## src/rtl/led_scan_ctrl.sv

```systemverilog
// LED scan controller: prescaled or key-stepped 3-bit LED select with hold,
// up, down and bounce modes, decoded to an active-low one-cold LED vector.
module led_scan_ctrl #(
  parameter int TICK_DIV   = 12_000_000,
  parameter int DEB_CYCLES = 240_000
) (
  input  logic       clk,
  input  logic       rst,
  input  logic [1:0] mode,
  input  logic       key_n,
  output logic [2:0] sel,
  output logic [7:0] led,
  output logic       tick
);

  typedef enum logic [1:0] {
    MODE_HOLD   = 2'b00,
    MODE_UP     = 2'b01,
    MODE_DOWN   = 2'b10,
    MODE_BOUNCE = 2'b11
  } mode_t;

  typedef enum logic {
    BOUNCE_UP   = 1'b0,
    BOUNCE_DOWN = 1'b1
  } bounce_t;

  localparam int                CNT_W   = $clog2(TICK_DIV);
  localparam logic [CNT_W-1:0]  CNT_MAX = CNT_W'(TICK_DIV - 1);
  localparam int                DEB_W   = (DEB_CYCLES > 1) ? $clog2(DEB_CYCLES) : 1;
  localparam logic [DEB_W-1:0]  DEB_MAX = DEB_W'(DEB_CYCLES - 1);

  mode_t            mode_s1;
  mode_t            mode_s2;
  logic             mode_chg;
  logic             enter_bounce;
  logic [CNT_W-1:0] presc;

  logic             key_s1;
  logic             key_s2;
  logic [1:0]       key_vld;
  logic             deb;
  logic [DEB_W-1:0] deb_cnt;
  logic             armed;
  logic             step_req;

  bounce_t          bstate;
  logic             step;

  // mode_s1 holds the value mode_s2 takes at the next edge, so a pending
  // change is visible one cycle early and the counter clears exactly as it lands.
  assign mode_chg     = (mode_s1 != mode_s2);
  assign enter_bounce = (mode_s1 == MODE_BOUNCE) && (mode_s2 != MODE_BOUNCE);

  // NOTE: all state below is updated with non-blocking assignments so every
  // register samples the pre-edge values of the others, whatever the block order.
  always_ff @(posedge clk) begin
    if (rst) begin
      mode_s1 <= MODE_HOLD;
      mode_s2 <= MODE_HOLD;
    end else begin
      mode_s1 <= mode_t'(mode);
      mode_s2 <= mode_s1;
    end
  end

  always_ff @(posedge clk) begin
    if (rst) begin
      presc <= '0;
    end else if (mode_s2 == MODE_HOLD || mode_chg) begin
      presc <= '0;
    end else if (presc == CNT_MAX) begin
      presc <= '0;
    end else begin
      presc <= presc + CNT_W'(1);
    end
  end

  assign tick = (mode_s2 != MODE_HOLD) && !mode_chg && (presc == CNT_MAX);

  // Key path. armed blocks the first press after reset until a released level
  // has actually been seen, so a key held through reset cannot step.
  always_ff @(posedge clk) begin
    if (rst) begin
      key_s1   <= 1'b1;
      key_s2   <= 1'b1;
      key_vld  <= 2'b00;
      deb      <= 1'b1;
      deb_cnt  <= '0;
      armed    <= 1'b0;
      step_req <= 1'b0;
    end else begin
      key_s1   <= key_n;
      key_s2   <= key_s1;
      key_vld  <= {key_vld[0], 1'b1};
      step_req <= 1'b0;
      if (key_vld[1] && key_s2 && deb) begin
        armed <= 1'b1;
      end
      if (key_s2 == deb) begin
        deb_cnt <= '0;
      end else if (deb_cnt == DEB_MAX) begin
        deb      <= key_s2;
        deb_cnt  <= '0;
        step_req <= armed & ~key_s2;
      end else begin
        deb_cnt <= deb_cnt + DEB_W'(1);
      end
    end
  end

  assign step = tick | step_req;

  always_ff @(posedge clk) begin
    if (rst) begin
      sel    <= 3'd0;
      bstate <= BOUNCE_UP;
    end else begin
      if (enter_bounce) begin
        bstate <= (sel == 3'd7) ? BOUNCE_DOWN : BOUNCE_UP;
      end
      if (step) begin
        case (mode_s2)
          MODE_HOLD, MODE_UP: sel <= sel + 3'd1;
          MODE_DOWN:          sel <= sel - 3'd1;
          MODE_BOUNCE: begin
            // Endpoints turn around immediately so 0 and 7 are never repeated.
            case (bstate)
              BOUNCE_UP: begin
                if (sel == 3'd7) begin
                  sel    <= 3'd6;
                  bstate <= BOUNCE_DOWN;
                end else begin
                  sel <= sel + 3'd1;
                end
              end
              BOUNCE_DOWN: begin
                if (sel == 3'd0) begin
                  sel    <= 3'd1;
                  bstate <= BOUNCE_UP;
                end else begin
                  sel <= sel - 3'd1;
                end
              end
              default: sel <= sel;
            endcase
          end
          default: sel <= sel;
        endcase
      end
    end
  end

  assign led = ~(8'h80 >> sel);

endmodule

```

## config.mk

```make
export PLATFORM = sky130hd
export DESIGN_NAME = led_scan_ctrl
export DESIGN_NICKNAME = d
export VERILOG_FILES = /design/src/rtl/led_scan_ctrl.sv
export SDC_FILE = /design/constraint.sdc
export NUM_CORES = 1
export LEC_CHECK = 0
export ABC_AREA = 1
export BUFFER_PORTS_ARGS = -buffer_cell sky130_fd_sc_hd__buf_2
export CORE_MARGIN = 2
export CORE_UTILIZATION = 33
export CTS_CLUSTER_DIAMETER = 40
export DETAILED_ROUTE_END_ITERATION = 6
export GPL_TIMING_DRIVEN = 0
export REMOVE_ABC_BUFFERS = 1
export SLEW_MARGIN = 40
export SYNTH_ARGS = -nofsm -noshare
export SYNTH_HDL_FRONTEND = slang
export SYNTH_SLANG_ARGS = --single-unit
export TNS_END_PERCENT = 50
```

## constraint.sdc

```tcl
create_clock -name clk -period 4.5 [get_ports clk]
set_input_delay 0.45 -clock clk [delete_from_list [all_inputs] [get_ports clk]]
set_output_delay 0.45 -clock clk [all_outputs]
set_load 0.005 [all_outputs]
```

==> impl_results.rst <==
.. list-table::
   :header-rows: 1

   * - Metric
     - Value
   * - Hold WC Path Type
     - input pin to flip-flop
   * - Share of synthesized area occupied by flip-flops and latches
     - 37.1%
   * - Number of global-route vias before repair
     - roughly 2500
   * - Main area contributors after synthesis
     - sky130_fd_sc_hd__dfxtp_1 (37%), sky130_fd_sc_hd__nand2_1 (13%), sky130_fd_sc_hd__nor2_1 (8.4%)
   * - Crit path max fanout
     - 5
   * - Number of antenna violations at the first check in global routing
     - 0
   * - Post-synthesis cell type with the largest combined area
     - sky130_fd_sc_hd__dfxtp_1
   * - Area enclosed by the die boundary
     - 10100 um^2
   * - Number of antenna repair diodes
     - 0
   * - Primary flip-flop cell chosen by synthesis mapping
     - sky130_fd_sc_hd__dfxtp_1
   * - Post-synthesis sequential element count
     - 57
   * - Post-DR wirelength/cell
     - 10.7 um
   * - Cell row count
     - 35
   * - Port Buffers
     - 16
   * - Total CTS buffers
     - 9
   * - CTS H-tree depth
     - 3
   * - Setup Crit Path Kind
     - flip-flop to output pin
   * - Most common library cell in the layout ignoring fill and taps
     - sky130_fd_sc_hd__nand2_1
   * - Residual antenna-violating net count after detailed routing
     - 0
   * - Met2 wire len
     - about 2800 um
   * - Leading cell types in the layout, fill and taps excluded
     - sky130_fd_sc_hd__nand2_1 (109), sky130_fd_sc_hd__nor2_1 (69), sky130_fd_sc_hd__inv_1 (59)
   * - Worst Hold Path Cells
     - 2
   * - Routed length on met1
     - about 3100 um
   * - Maximum frequency from static timing analysis
     - 0.447 GHz
   * - Transition at the pin with the smallest max-transition slack
     - 0.446 ns
   * - Proportion of power drawn by the clock network
     - 48.9%
   * - Setup Total Neg Slack
     - 0 ns
   * - Depth of the most critical reg-to-reg path
     - 8
   * - Number of placed cells counting well taps
     - 564
   * - Psw
     - 0.227 mW
   * - Async set or reset register ratio after synthesis
     - 0%
   * - Share of final-layout standard cells stronger than drive strength 1
     - 13.6%
   * - Post-CTS setup-driven buffer insertion count
     - 0
   * - Initial Util
     - 33.6%
   * - Peak supply drop
     - 154 uV
   * - TritonCTS clock tree
     - yes
   * - EDFF count, synth
     - 0
   * - Setup-failing EPs final
     - 0
   * - Number of maximum-capacitance violations
     - 0
   * - Root Buffer Master
     - sky130_fd_sc_hd__clkbuf_8
   * - Area share of the leading cell type in the synthesized netlist
     - 37.1%
   * - Combined area of all synthesized cells
     - 3080 um^2
   * - Num Clock Sinks
     - 57
   * - Non-filler cells in the finished layout
     - 580
   * - Number of distinct library cell variants in the gate-level netlist after synthesis
     - 36
   * - Tmin final
     - between 2 and 2.5 ns
   * - Cell Pwr Density
     - 300 nW/um^2
   * - Post-route clock skew
     - between 0.008 and 0.009 ns
   * - Sw Share
     - 21.8%
   * - Routability-driven placement congestion ratio
     - 0.944
   * - Pin count of the biggest net entering global routing
     - 25
   * - Status
     - complete, no violations
   * - First-pass GRT wire length
     - 10800 um
   * - First drt pass iteration count
     - 4
   * - Critical Path Sink Type
     - output pin
   * - Net count, final
     - ~480
   * - Met3 wirelength from detailed routing
     - between 200 and 300 um
   * - Sequential share of power
     - 49.1%
   * - Internal power of the cells
     - 0.816 mW
   * - Total core area
     - between 9000 and 10000 um^2
   * - Setup repair after global routing missed its margin
     - no
   * - Hold WS
     - just under 0.3 ns
   * - Detailed placer's ending HPWL
     - between 4000 and 5000 um
   * - Slew HR
     - 70.2%
   * - Area grow syn2layout
     - 12.9%
   * - Number of top-level pins
     - 17
   * - Portion of total power attributed to combinational logic
     - around 2%
   * - DRC violations left
     - 0
   * - Post-CTS Resized
     - 0
   * - Synthesized instance count
     - between 400 and 500
   * - Gr usage total
     - 13.3%
   * - Number of buffers inserted by hold repair at cts
     - 0
   * - Leakage
     - 1.28 nW
   * - Clock edge transition at the registers on the reported setup and hold paths
     - about 0.070 ns
   * - Clock latency at the later pin of the worst-skew pair
     - 0.34 ns
   * - Final Cycle Share
     - 49.7%
   * - Wire length after detailed routing
     - 6210 um
   * - Bufs on Longest Clock Path
     - 2
   * - Number of hold-slack violations in the final timing report
     - 0
   * - Highest metal used
     - met4
   * - Required time of the worst setup path
     - 4.05 ns
   * - Drt first-iter violations
     - about 110
   * - Count of pins over their slew limit
     - 0
   * - Worst Path Arrival
     - around 1.8 ns
   * - Total of warnings raised by yosys
     - 0
   * - Critical Path Source Type
     - flip-flop
   * - Floorplan die width
     - a little over 100 um
   * - Overall overflow remaining after global route
     - 0
   * - Mean instance size in the synthesized netlist
     - 6.96 um^2
   * - Worst R2R Setup Slack
     - 2.46 ns
   * - Vias per inst
     - roughly 4.7
   * - Die height
     - 101 um
   * - Number of vias after detailed routing
     - 2707
[final timing paths]
kind              start          end
max            presc[0]         tick
min               key_n       key_s1
max reg2reg  deb_cnt[0]  deb_cnt[13]
min reg2reg  key_vld[0]   key_vld[1]
[registers in the layout, indices dropped and copies added (netlist names)]
name,count
presc,24
step_req,1
mode_s1,2
key_s2,1
deb,1
key_vld,2
mode_s2,2
armed,1
sel,3
key_s1,1
deb_cnt,18
bstate,1
[per-stage QoR]
| stage | worst slack (ns) | cell area [um^2] | util, % | power, mW |
|---|---|---|---|---|
| final | 2.26 | 3470 | 37.9 | 1.04 |
| after global routing | 2.09 | 3470 | 37.9 | 1.08 |
| after CTS | 2.22 | 3470 | 37.9 | 1.06 |
| after detailed placement | 2.44 | 3260 | 35.6 | 0.545 |
| after global placement | 2.48 | 3260 | 35.6 | 0.545 |
| after floorplan | 2.85 | 3040 | - | 0.538 |
[routing by layer]
layer,global-route usage (%),vias up
li1,-,1444
met2,21.5,43
met5,0,-
met4,5.69,0
met1,16.2,1214
met3,4.30,6
[critical path, stage by stage, from the launching register on]
cell and delay, ns:
sky130_fd_sc_hd__dfxtp_1 0.35, sky130_fd_sc_hd__ha_1 0.22, sky130_fd_sc_hd__nand2_1 0.17, sky130_fd_sc_hd__nor3_4 0.35, sky130_fd_sc_hd__nand3_2 0.15, sky130_fd_sc_hd__nor2_1 0.10
sky130_fd_sc_hd__buf_2 0.12
[power by group through the flow]
stage | clock network [mW] | registers [mW] | logic [mW]
3_3_place_gp | 0 | 0.524 | 0.0208
3_5_place_dp | 0 | 0.524 | 0.0214
5_1_grt | 0.545 | 0.513 | 0.0246
4_1_cts | 0.527 | 0.512 | 0.0215
2_1_floorplan | 0 | 0.523 | 0.0144
6_report | 0.510 | 0.512 | 0.0208
[layout make-up]
type,count,area (um^2)
inverters,61,229
well taps,111,139
clock buffers,12,165
multi-input cells,319,1670
repair buffers,16,80.1
clock inverters,4,50.0
fillers,965,5680
flip-flops and latches,57,1140
[synthesized netlist by cell type, drive strengths merged, types with 3 or more instances]
cell type	number
a21oi	22
buf	3
dfxtp	57
ha	10
inv	61
nand2	113
nand3	33
nand3b	4
nand4	12
nor2	75
nor3	17
o21ai	4
or2	7
xnor2	3
xor2	11
[cells by family after synthesis]
group,after synthesis,share of synthesized area [%]
compound gates,30,6.30
xor+xnor,14,3.99
fa+ha+maj,10,4.07
buf+inv,66,8.70
flops,57,37.1
simple gates,265,39.9
No activity file was read; power rests on OpenSTA's default activity.
